$ cat src/rtl/register_file_if.sv
// rtl/register_file_if.sv - RoB commit, dispatcher rename and operand lookup bus for register_file
interface register_file_if #(
    parameter int RoB_WIDTH = 3
);
    logic                 rdy_in;
    logic                 flush_in;
    logic                 commit_en;
    logic [5:0]           commit_reg;
    logic [RoB_WIDTH-1:0] commit_index;
    logic [31:0]          commit_data;
    logic                 rename_en;
    logic [4:0]           rename_rd;
    logic [RoB_WIDTH-1:0] rename_index;
    logic [4:0]           rs1_in;
    logic [4:0]           rs2_in;
    logic                 rs1_ready;
    logic [31:0]          rs1_value;
    logic [RoB_WIDTH-1:0] rs1_tag;
    logic                 rs2_ready;
    logic [31:0]          rs2_value;
    logic [RoB_WIDTH-1:0] rs2_tag;

    modport master (
        output rdy_in, flush_in, commit_en, commit_reg, commit_index, commit_data,
        output rename_en, rename_rd, rename_index, rs1_in, rs2_in,
        input  rs1_ready, rs1_value, rs1_tag, rs2_ready, rs2_value, rs2_tag
    );

    modport slave (
        input  rdy_in, flush_in, commit_en, commit_reg, commit_index, commit_data,
        input  rename_en, rename_rd, rename_index, rs1_in, rs2_in,
        output rs1_ready, rs1_value, rs1_tag, rs2_ready, rs2_value, rs2_tag
    );
endinterface

$ cat src/rtl/register_file.sv
// rtl/register_file.sv - architectural register file with rename tags; REGISTER_FILE_BYPASS_EN enables commit-to-read bypass
module register_file #(
    parameter int RoB_WIDTH = 3,
    parameter int REG_NUM   = 32
) (
    input  logic              clk_in,
    input  logic              rst_n_in,
    register_file_if.slave    rf
);
    typedef struct packed {
        logic                 ready;
        logic [31:0]          value;
        logic [RoB_WIDTH-1:0] tag;
    } lookup_t;

    logic [31:0]          value_q [REG_NUM];
    logic [31:0]          value_d [REG_NUM];
    logic [RoB_WIDTH-1:0] tag_q   [REG_NUM];
    logic [RoB_WIDTH-1:0] tag_d   [REG_NUM];
    logic [REG_NUM-1:0]   busy_q;
    logic [REG_NUM-1:0]   busy_d;

    logic [4:0] commit_r;
    logic       unused_commit_msb;
    lookup_t    rd1;
    lookup_t    rd2;

    assign commit_r          = rf.commit_reg[4:0];
    assign unused_commit_msb = rf.commit_reg[5];

    // Rename is applied after commit so a same-cycle rename of the committing register keeps it busy.
    always_comb begin
        value_d = value_q;
        tag_d   = tag_q;
        busy_d  = busy_q;
        if (rf.rdy_in) begin
            if (rf.commit_en && commit_r != 5'd0) begin
                value_d[commit_r] = rf.commit_data;
                if (busy_q[commit_r] && tag_q[commit_r] == rf.commit_index)
                    busy_d[commit_r] = 1'b0;
            end
            if (rf.flush_in) begin
                busy_d = '0;
            end else if (rf.rename_en && rf.rename_rd != 5'd0) begin
                busy_d[rf.rename_rd] = 1'b1;
                tag_d[rf.rename_rd]  = rf.rename_index;
            end
        end
    end

    always_ff @(posedge clk_in) begin
        if (!rst_n_in) begin
            for (int i = 0; i < REG_NUM; i++) begin
                value_q[i] <= '0;
                tag_q[i]   <= '0;
            end
            busy_q <= '0;
        end else begin
            value_q <= value_d;
            tag_q   <= tag_d;
            busy_q  <= busy_d;
        end
    end

    function automatic lookup_t lookup(input logic [4:0] rs);
        lookup_t r;
        r.ready = 1'b1;
        r.value = value_q[rs];
        r.tag   = '0;
        if (busy_q[rs]) begin
            r.ready = 1'b0;
            r.tag   = tag_q[rs];
        end
`ifdef REGISTER_FILE_BYPASS_EN
        if (rf.commit_en && commit_r == rs && busy_q[rs] && tag_q[rs] == rf.commit_index) begin
            r.ready = 1'b1;
            r.value = rf.commit_data;
            r.tag   = '0;
        end
`endif
        return r;
    endfunction

    assign rd1 = lookup(rf.rs1_in);
    assign rd2 = lookup(rf.rs2_in);

    assign rf.rs1_ready = rd1.ready;
    assign rf.rs1_value = rd1.value;
    assign rf.rs1_tag   = rd1.tag;
    assign rf.rs2_ready = rd2.ready;
    assign rf.rs2_value = rd2.value;
    assign rf.rs2_tag   = rd2.tag;
endmodule

$ cat src/flat_wrapper.sv
// flat-port wrapper written by rule: the top's interface ports become plain ports
module register_file_flat 
#(
    parameter int RoB_WIDTH = 3,
    parameter int REG_NUM   = 32
)
  (clk_in, rst_n_in, rf_rdy_in, rf_flush_in, rf_commit_en, rf_commit_reg, rf_commit_index, rf_commit_data, rf_rename_en, rf_rename_rd, rf_rename_index, rf_rs1_in, rf_rs2_in, rf_rs1_ready, rf_rs1_value, rf_rs1_tag, rf_rs2_ready, rf_rs2_value, rf_rs2_tag);
  register_file_if #(.RoB_WIDTH(RoB_WIDTH)) rf_i ();
  input  logic clk_in;
  input  logic rst_n_in;
  input wire logic [$bits(rf_i.rdy_in)-1:0] rf_rdy_in;
  input wire logic [$bits(rf_i.flush_in)-1:0] rf_flush_in;
  input wire logic [$bits(rf_i.commit_en)-1:0] rf_commit_en;
  input wire logic [$bits(rf_i.commit_reg)-1:0] rf_commit_reg;
  input wire logic [$bits(rf_i.commit_index)-1:0] rf_commit_index;
  input wire logic [$bits(rf_i.commit_data)-1:0] rf_commit_data;
  input wire logic [$bits(rf_i.rename_en)-1:0] rf_rename_en;
  input wire logic [$bits(rf_i.rename_rd)-1:0] rf_rename_rd;
  input wire logic [$bits(rf_i.rename_index)-1:0] rf_rename_index;
  input wire logic [$bits(rf_i.rs1_in)-1:0] rf_rs1_in;
  input wire logic [$bits(rf_i.rs2_in)-1:0] rf_rs2_in;
  output wire logic [$bits(rf_i.rs1_ready)-1:0] rf_rs1_ready;
  output wire logic [$bits(rf_i.rs1_value)-1:0] rf_rs1_value;
  output wire logic [$bits(rf_i.rs1_tag)-1:0] rf_rs1_tag;
  output wire logic [$bits(rf_i.rs2_ready)-1:0] rf_rs2_ready;
  output wire logic [$bits(rf_i.rs2_value)-1:0] rf_rs2_value;
  output wire logic [$bits(rf_i.rs2_tag)-1:0] rf_rs2_tag;
  assign rf_i.rdy_in = rf_rdy_in;
  assign rf_i.flush_in = rf_flush_in;
  assign rf_i.commit_en = rf_commit_en;
  assign rf_i.commit_reg = rf_commit_reg;
  assign rf_i.commit_index = rf_commit_index;
  assign rf_i.commit_data = rf_commit_data;
  assign rf_i.rename_en = rf_rename_en;
  assign rf_i.rename_rd = rf_rename_rd;
  assign rf_i.rename_index = rf_rename_index;
  assign rf_i.rs1_in = rf_rs1_in;
  assign rf_i.rs2_in = rf_rs2_in;
  assign rf_rs1_ready = rf_i.rs1_ready;
  assign rf_rs1_value = rf_i.rs1_value;
  assign rf_rs1_tag = rf_i.rs1_tag;
  assign rf_rs2_ready = rf_i.rs2_ready;
  assign rf_rs2_value = rf_i.rs2_value;
  assign rf_rs2_tag = rf_i.rs2_tag;
  register_file #(.RoB_WIDTH(RoB_WIDTH), .REG_NUM(REG_NUM)) u_core (.clk_in(clk_in), .rst_n_in(rst_n_in), .rf(rf_i));
endmodule
$ cat config.mk
export PLATFORM = sky130hd
export DESIGN_NAME = register_file_flat
export DESIGN_NICKNAME = d
export VERILOG_FILES = /design/src/rtl/register_file_if.sv /design/src/rtl/register_file.sv /design/src/flat_wrapper.sv
export SDC_FILE = /design/constraint.sdc
export NUM_CORES = 2
export LEC_CHECK = 0
export CAP_MARGIN = 20
export CORE_ASPECT_RATIO = 1.75
export CORE_MARGIN = 4
export CORE_UTILIZATION = 43
export DETAILED_ROUTE_END_ITERATION = 7
export PLACE_DENSITY_LB_ADDON = 0.15
export SYNTH_ARGS = -nofsm -noshare
export SYNTH_HDL_FRONTEND = slang
export SYNTH_SLANG_ARGS = --single-unit
$ cat constraint.sdc
create_clock -name clk_in -period 2.81 [get_ports clk_in]
set_clock_uncertainty 0.2 [all_clocks]
set_input_delay 0.281 -clock clk_in [delete_from_list [all_inputs] [get_ports clk_in]]
set_output_delay 0.281 -clock clk_in [all_outputs]
set_load 0.01 [all_outputs]
==> flow_summary.toml <==
[die]
initial_core_util = 0.433
coreArea_sq_um = 136000
io_pins = 137
dieArea_sq_um = 143000
die_w_um = 288
rows = 179
die_h_um = 498

[worst_setup_path]
r2r_setup_slack_ns = -0.05
r2r-start = "u_core.tag_q[42]$_SDFFE_PN0P_"
critPathMaxStageDelay_ns = 0.56
cp.depth = 6
crit_family = "multiplexers"
setup.worst_path.end = "rf_rs2_tag[2]"
crit_path_start_kind = "flip-flop"
reg2reg_to = "u_core.busy_q[22]$_SDFFE_PN0P_"
crit_slowest_cell = "mux4_2"
critPathArrivalTime_ns = 2.68
critPathLaunch = "u_core.tag_q[50]$_SDFFE_PN0P_"
cp_max_fo = 2
cp_common_cell = "mux4_2"
cp_num_buf_inv = 2
required_ns = 2.33
path_class = "reg2out"
crit_path_cell_trace = "buf_6 -> mux4_2 -> mux4_2 -> mux2i_2 -> nor2_1 -> buf_2"
reg2reg_depth = 12
cp-end-kind = "output pin"

[grt]
grt_max_degree = 132
antenna_found_initial = 3
grt_pass1_wl_um = 349000
grtUsageTotal = 0.333
overflow = 0
grt_pass1_vias = 50700

[pwr]
p_seq_frac = 0.466
power.density_nw_per_um2 = 489
comb_power_share = 0.087
internal-power_mw = 26.4
switching_share = 0.251
finalPower_mw = 35.3
p_leak_nw = 24.3
p_sw_mw = 8.84
clkPwrFrac = 0.447
vdd_drop_max_uv = 649

[logic_synthesis]
synth_area_per_cell_sq_um = 9.48
yosys_most_used_dff = "dfxtp_1"
yosysSeqAreaShare = 0.391
synth_edf_count = 0
yosys_warnings = 0
syn-cell-area_sq_um = 58900
synth_fp_nets = 6279
ys_ff_latch = 1152
async_flop_share = 0
syn_inst = 6214
yosysUniqueCellTypes = 49

[finish]
multiInputGateArea_sq_um = 34300
layout_common_cells = "nand2_1, a21oi_1, dfxtp_1"
mostFrequentLayoutCell = "nand2_1"
syn_to_final_growth_pct = 22.5
final_util = 0.531
drive_gt1_frac = 0.294
layout.nets = 6499
final.fill_count = 12200
register_area_sq_um = 23200

[min_path]
min_from = "rf_commit_data[5]"
hold_class = "in2reg"

[flow_run]
max-cap-violations = 0

[routing]
antenna_left = 0
avgViaCountPerCell = 6.21
drcViolationCount = 0
drtIter0Drc = 5489
drt_pass1_iterations = 7
wl_um = 244000
vias = 51800
wl_per_cell_um = 29.3

[sta]
tightest_slew_ns = 0.672
hold_viol = 0
setup_violations = 79
rsz0062_at_grt = "true"
fin_crit_ns = 3.16
setup_slack_ns = -0.348
final_max_slew_viol_count = 0
period_share = 1.12
maxSlewHeadroom = 0.552
fmax_mhz = 317
holdWs_ns = 0.168

[cts]
cts_inserted_buffers = 110
htree_num_levels = 3
cts_buffer_depth = 3
cts-root-buf = "clkbuf_16"
clock-sinks = 1152
tritoncts = "built"
clk_latency_ns = 0.76
cts.clk_slew.worst_paths_ns = 0.07

[placement]
pre_cts_ws_ns = -0.774
gp_congestion = 0.930
io_buffers = 135
place_hpwl_um = 160000

[run_status]
violations = "setup timing"
status = "complete, but fails checks"
per-layer routing:
metal  track usage  up-vias  part of all wire
li1              -    22400                 -
met1         0.384    25700              0.34
met2         0.564     2781              0.49
met3        0.0496      872             0.076
met4         0.235        0             0.088
met5             0        -                 0
worst min-delay path: stages:
cell and delay (ns):
clkdlybuf4s50_1 0.40, buf_4 0.24, nand2_1 0.10, a21oi_1 0.05
layout make-up:
class	count	share of cell area
multi-input cells	4425	0.476
flip-flops and latches	1152	0.322
repair buffers	737	0.119
clock buffers	156	0.0443
well taps	1810	0.0314
clock inverters	42	0.00742
inverters	8	0.000520
diodes	1	0.0000347
timing repair:
action / 4_1_cts / 5_1_grt
pin swaps: 7 / 39
endpoints found under the hold margin: 14 / 0
setup endpoints to repair: 90 / 102
resized for setup: 547 / 145
setup buffers: 9 / 9
cloned: 0 / 1
hold buffers: 1 / 0
cells in the mapped netlist, drive strengths merged, types with 2 or more instances:
master | instances | area (sq um)
clkbuf | 536 | 2010
or3b | 2 | 17.5
nand3 | 32 | 160
a21oi | 1043 | 5220
nor2b | 8 | 50.1
nand2b | 4 | 25.0
nand4 | 4 | 25.0
mux2 | 69 | 777
o21a | 2 | 15.0
or4 | 3 | 30.0
a32oi | 14 | 123
and3b | 3 | 26.3
nand4b | 5 | 43.8
o22ai | 34 | 213
mux2i | 105 | 1050
nor2 | 100 | 375
nor3b | 5 | 42.5
and3 | 4 | 25.0
and2 | 38 | 238
a31oi | 7 | 43.8
inv | 8 | 30.0
nor4b | 2 | 17.5
or4bb | 2 | 22.5
or4b | 4 | 43.8
dfxtp | 1152 | 23100
or3 | 5 | 31.3
nor4 | 15 | 109
nand4bb | 4 | 45.0
mux4 | 725 | 16300
nand2 | 2138 | 8030
nor3 | 11 | 66.3
buf | 93 | 412
o21ai | 31 | 155
worst min path at each step:
stage	to	cells past startpoint	slack (ns)
after global routing	u_core.value_q[356]$_SDFFE_PN0P_	4	0.18
after detailed placement	u_core.value_q[292]$_SDFFE_PN0P_	2	0.26
after global placement	u_core.value_q[439]$_SDFFE_PN0P_	2	0.25
after floorplan	u_core.value_q[960]$_SDFFE_PN0P_	2	0.22
final	u_core.value_q[5]$_SDFFE_PN0P_	4	0.17
after CTS	u_core.value_q[5]$_SDFFE_PN0P_	4	0.12
kinds of logic (layout without fill, tap and decap cells):
kind of cell / count (synthesis) / count (layout) / synth area share
DFF: 1152 / 1152 / 0.391
AOI/OAI and AO/OA: 1134 / 1134 / 0.0984
other: 0 / 1 / 0
buffers and inverters: 637 / 943 / 0.0416
muxes: 899 / 899 / 0.308
and+or+nand+nor: 2392 / 2392 / 0.160
power groups by stage:
| stage | Clock, mW | Combinational (mW) | Sequential [mW] |
|---|---|---|---|
| floorplan | 0 | 1.62 | 16.8 |
| global placement | 0 | 2.99 | 16.8 |
| detailed placement | 0 | 2.99 | 16.8 |
| CTS | 16.0 | 3.02 | 16.4 |
| global route | 16.6 | 3.19 | 16.4 |
| finish | 15.8 | 3.06 | 16.4 |
registers in the layout, summed over array words and instances (netlist names):
name / count
u_core.busy_q: 32
u_core.tag_q: 96
u_core.value_q: 1024
through the flow:
stage,setup TNS [ns],std cells,area [sq um]
after floorplan,-0.320,6214,59000
after global placement,-52.53,8113,67400
after detailed placement,-51.48,8113,67400
after CTS,-16.68,8321,71700
after global routing,-19.01,8331,72200
final,-13.55,8331,72200
Note: power is estimated with default switching activity, not from simulation.
